$ cat src/rtl/prog_counter_if.sv
// Fetch-sequencer bus: the control inputs that steer the program counter,
// plus the address, status and retired-count outputs it returns.
interface prog_counter_if #(
    parameter int PC_W  = 8,
    parameter int CNT_W = 16
);
    logic             start;
    logic             stall;
    logic             branch_taken;
    logic [PC_W-1:0]  target;
    logic             halt_req;
    logic [PC_W-1:0]  pc;
    logic [PC_W-1:0]  pc_plus1;
    logic             running;
    logic             done;
    logic [CNT_W-1:0] instr_cnt;

    modport master (
        output start, stall, branch_taken, target, halt_req,
        input  pc, pc_plus1, running, done, instr_cnt
    );

    modport slave (
        input  start, stall, branch_taken, target, halt_req,
        output pc, pc_plus1, running, done, instr_cnt
    );
endinterface

$ cat src/rtl/prog_counter.sv
// Program counter and IDLE/RUN/HALT fetch sequencer for the 8-bit core,
// with a saturating retired-instruction counter.
module prog_counter #(
    parameter int PC_W       = 8,
    parameter int START_ADDR = 0,
    parameter int CNT_W      = 16
) (
    input logic          clk,
    input logic          reset,
    prog_counter_if.slave bus
);
    localparam logic [PC_W-1:0]  START_PC = PC_W'(START_ADDR);
    localparam logic [CNT_W-1:0] CNT_MAX  = '1;

    typedef enum logic [1:0] {
        IDLE = 2'd0,
        RUN  = 2'd1,
        HALT = 2'd2
    } state_t;

    state_t           state_reg;
    logic [PC_W-1:0]  pc_reg;
    logic [CNT_W-1:0] cnt_reg;
    logic             running_reg;
    logic             done_reg;
    logic [CNT_W-1:0] cnt_next;

    // Counter sticks at its maximum rather than wrapping back to zero.
    assign cnt_next = (cnt_reg == CNT_MAX) ? cnt_reg : cnt_reg + CNT_W'(1);

    always_ff @(posedge clk) begin
        if (reset) begin
            state_reg   <= IDLE;
            pc_reg      <= START_PC;
            cnt_reg     <= '0;
            running_reg <= 1'b0;
            done_reg    <= 1'b0;
        end else begin
            case (state_reg)
                IDLE, HALT: begin
                    if (bus.start) begin
                        state_reg   <= RUN;
                        pc_reg      <= START_PC;
                        cnt_reg     <= '0;
                        running_reg <= 1'b1;
                        done_reg    <= 1'b0;
                    end
                end
                RUN: begin
                    if (bus.halt_req) begin
                        state_reg   <= HALT;
                        cnt_reg     <= cnt_next;
                        running_reg <= 1'b0;
                        done_reg    <= 1'b1;
                    end else if (!bus.stall) begin
                        // A stall suppresses a pending branch as well as the increment.
                        pc_reg  <= bus.branch_taken ? bus.target : pc_reg + PC_W'(1);
                        cnt_reg <= cnt_next;
                    end
                end
                default: begin
                    state_reg   <= IDLE;
                    pc_reg      <= START_PC;
                    cnt_reg     <= '0;
                    running_reg <= 1'b0;
                    done_reg    <= 1'b0;
                end
            endcase
        end
    end

    assign bus.pc        = pc_reg;
    assign bus.pc_plus1  = pc_reg + PC_W'(1);
    assign bus.running   = running_reg;
    assign bus.done      = done_reg;
    assign bus.instr_cnt = cnt_reg;
endmodule
$ cat src/flat_wrapper.sv
// flat-port wrapper written by rule: the top's interface ports become plain ports
module prog_counter_flat 
#(
    parameter int PC_W       = 8,
    parameter int START_ADDR = 0,
    parameter int CNT_W      = 16
)
  (clk, reset, bus_start, bus_stall, bus_branch_taken, bus_target, bus_halt_req, bus_pc, bus_pc_plus1, bus_running, bus_done, bus_instr_cnt);
  prog_counter_if #(.PC_W(PC_W), .CNT_W(CNT_W)) bus_i ();
  input logic clk;
  input logic reset;
  input wire logic [$bits(bus_i.start)-1:0] bus_start;
  input wire logic [$bits(bus_i.stall)-1:0] bus_stall;
  input wire logic [$bits(bus_i.branch_taken)-1:0] bus_branch_taken;
  input wire logic [$bits(bus_i.target)-1:0] bus_target;
  input wire logic [$bits(bus_i.halt_req)-1:0] bus_halt_req;
  output wire logic [$bits(bus_i.pc)-1:0] bus_pc;
  output wire logic [$bits(bus_i.pc_plus1)-1:0] bus_pc_plus1;
  output wire logic [$bits(bus_i.running)-1:0] bus_running;
  output wire logic [$bits(bus_i.done)-1:0] bus_done;
  output wire logic [$bits(bus_i.instr_cnt)-1:0] bus_instr_cnt;
  assign bus_i.start = bus_start;
  assign bus_i.stall = bus_stall;
  assign bus_i.branch_taken = bus_branch_taken;
  assign bus_i.target = bus_target;
  assign bus_i.halt_req = bus_halt_req;
  assign bus_pc = bus_i.pc;
  assign bus_pc_plus1 = bus_i.pc_plus1;
  assign bus_running = bus_i.running;
  assign bus_done = bus_i.done;
  assign bus_instr_cnt = bus_i.instr_cnt;
  prog_counter #(.PC_W(PC_W), .START_ADDR(START_ADDR), .CNT_W(CNT_W)) u_core (.clk(clk), .reset(reset), .bus(bus_i));
endmodule
$ cat config.mk
export PLATFORM = sky130hd
export DESIGN_NAME = prog_counter_flat
export DESIGN_NICKNAME = d
export VERILOG_FILES = /design/src/rtl/prog_counter_if.sv /design/src/rtl/prog_counter.sv /design/src/flat_wrapper.sv
export SDC_FILE = /design/constraint.sdc
export NUM_CORES = 1
export LEC_CHECK = 0
export CORE_ASPECT_RATIO = 0.9
export CORE_MARGIN = 10
export CORE_UTILIZATION = 30
export CTS_CLUSTER_DIAMETER = 150
export DETAILED_ROUTE_END_ITERATION = 10
export RECOVER_POWER = 25
export SYNTH_ARGS = -nofsm -noshare
export SYNTH_HDL_FRONTEND = slang
export SYNTH_SLANG_ARGS = --single-unit
$ cat constraint.sdc
create_clock -name clk -period 1.7 [get_ports clk]
set_input_delay 0.34 -clock clk [delete_from_list [all_inputs] [get_ports clk]]
set_output_delay 0.34 -clock clk [all_outputs]
set_load 0.005 [all_outputs]
==> results.toml <==
[sta]
setup_viol = 4
finalMaxSlewViolations = 0
post-route-min-period_ns = 1.79
final.period_utilization = 1.05
rsz0062_at_grt = "yes"
max-slew-margin-rel = 0.676
max_freq_mhz = 559
hold_viol = 0
worst_pin_slew_ns = 0.486
timing.final.ws_setup_ns = -0.0874
clock_skew_ns = 0.00299
setup_tns_ns = -0.176

[global_route]
grt_pass1_wl_mm = 9.88
grtUsageTotal = 0.128
gr-max-usage-layer = "met2"
grt_pass1_vias = 1934
antenna_found_initial = 0
grt_util_met3 = 0.0176
gr-total-overflow = 0
met1_usage = 0.173
use_met2 = 0.199
grt_max_degree = 15

[place]
dp_hpwl_mm = 4.72
gp_congestion = 0.958
post-place-ws_ns = -0.225
dpl-instance-area_sq_um = 2530
port_buffers = 47

[critical_path]
critical_path.startpoint = "u_core.bus.pc[0]"
reg2reg_slack_ns = 0.12
critPathKind = "reg2out"
startpoint_type = "flop"
r2r_start = "u_core.bus.instr_cnt[0]"
path_max_fanout = 4
endpoint = "bus_pc_plus1[7]"
rr_worst_depth = 5
cp.arrival_ns = 1.45
worstReg2RegEnd = "u_core.bus.instr_cnt[5]"
endpoint_kind = "output pin"
required_ns = 1.36

[route]
drtIter0Drc = 197
drt.antenna.violating_nets = 0
drc = 0
avgRoutedWirePerCell_um = 16.8
dr.pass1.iters = 5
via_per_inst = 5.59
routed_wl_mm = 6.25
vias = 2081

[power_and_ir_drop]
ir_worst_vdd_v = 0.000292
power.leakage_uw = 0.00111
clockPowerShare = 0.302
pwr-share-comb = 0.199
p_sw_uw = 362
seq_power_share = 0.499
swShare = 0.277
power_density_nw_per_um2 = 473
p_int_uw = 947

[synthesis]
synth_area_per_cell_sq_um = 8.13
ys_ff_latch = 27
ys_seq_area_frac = 0.323
ys_types = 52
netlist_top_cells_count = "27 x dfxtp_1, 19 x nand3_1, 15 x nand2_1"
syn_inst = 206
synth_edf_count = 0
synth_nets = 222
yosysMostFrequentCell = "dfxtp_1"
synth-main-ff-cell = "dfxtp_1"
synth_top_area_cell = "dfxtp_1"
netlist_area_sq_um = 1670
yosysWarningCount = 0
async_flop_share = 0
synthTopCellsByArea = "dfxtp_1 32%, nand3_1 5.7%, a31oi_1 4.1%"
synth_top_cell_area_share = 0.323

[floorplan]
coreArea_sq_um = 5320
start_util = 0.315
boundaryPins = 48
die_h_um = 90.9
die_w_um = 98.7
dieArea_sq_um = 8970
rows = 25

[final_layout]
drive_gt1_frac = 0.348
nets = 322
fin_area_sq_um = 2770
fin_util = 0.520
largest_reg_flops = 16
insertedDiodeCount = 0
syn_to_final_growth_pct = 65.2

[cts]
cts_buffer_depth = 2
cts_inserted_buffers = 3
htree_levels = 1
clock_latency_ns = 0.28
clock-sinks = 27
cts_tree = "done"
cts_root_buffer = "clkbuf_8"
hold_buffers = 0
clk_pin_slew_ns = 0.10

[min_path]
whs_path_depth = 2
min_path_type = "reg2reg"

[flow_run]
cap_violations = 0

[status]
violations = "negative setup slack"
outcome = "finished, violations left"
-- area by class of cell --
cell class / count / area [sq um]
Clock buffer: 4 / 45.0
Fill cell: 520 / 2550
Inverter: 6 / 22.5
Multi-Input combinational cell: 163 / 1150
Sequential cell: 27 / 566
Tap cell: 67 / 83.8
Timing Repair Buffer: 105 / 901
-- power by group through the flow --
stage                     registers, uW  clock network (uW)  logic [uW]
after floorplan                     669                   0         104
after global placement              666                   0         246
after detailed placement            667                   0         245
after CTS                           652                 396         249
after global routing                656                 422         282
final                               653                 395         261
-- worst min-delay path by stage --
stage,from,endpoint,slack (ns)
3_3_place_gp,u_core.bus.running,u_core.bus.running,0.47
2_1_floorplan,u_core.bus.running,u_core.bus.running,0.48
5_1_grt,u_core.bus.pc[4],u_core.bus.pc[4],0.54
3_5_place_dp,u_core.bus.running,u_core.bus.running,0.49
4_1_cts,u_core.bus.pc[4],u_core.bus.pc[4],0.49
6_report,u_core.bus.pc[4],u_core.bus.pc[4],0.50
-- metrics by stage --
step	hold WS [ns]	power, uW	instances
global route	0.542	1360	372
finish	0.495	1310	372
CTS	0.491	1300	369
floorplan	0.481	773	206
detailed placement	0.490	913	361
global placement	0.475	912	361
-- timing repair --
| item | in CTS | in global routing |
|---|---|---|
| pin swaps | 4 | 9 |
| endpoints found under the setup margin | 8 | 19 |
| buffers inserted | 4 | 3 |
| resized for setup | 40 | 36 |
-- worst max-delay path, stage by stage, from the launching register on --
cell and delay [ns]:
dfxtp_4 0.39, buf_6 0.10, nand3_4 0.08, buf_6 0.13, nor3_4 0.12, xor2_1 0.19, buf_2 0.15
-- metal layers --
metal | routed length (um) | up-vias | share of wire
met4 | 112 | 0 | 0.018
li1 | - | 996 | -
met1 | 2780 | 977 | 0.44
met3 | 429 | 11 | 0.069
met2 | 2930 | 97 | 0.47
met5 | 0 | - | 0
-- placed cells by master, fill, tap and decap left out, types with 5 or more instances in the layout --
| cell type | n |
|---|---|
| nor2_1 | 12 |
| a21oi_1 | 10 |
| dfxtp_1 | 11 |
| o211ai_1 | 5 |
| nand2b_1 | 5 |
| nand3_1 | 15 |
| dfxtp_2 | 14 |
| nand2_1 | 14 |
| and3_1 | 5 |
| o21ai_0 | 8 |
| buf_4 | 51 |
| a31oi_1 | 11 |
| clkdlybuf4s50_1 | 37 |
| inv_1 | 6 |
| and4_1 | 6 |
| buf_6 | 7 |
-- logic make-up after synthesis --
| kind of cell | synth area share |
|---|---|
| xor gates and xnor gates | 0.0209 |
| and+or+nand+nor | 0.315 |
| muxes | 0.0120 |
| adders and majority gates | 0.0149 |
| AOI/OAI and AO/OA | 0.252 |
| DFF | 0.323 |
| buffers and inverters | 0.0620 |
Note: power is estimated with default switching activity, not from simulation.
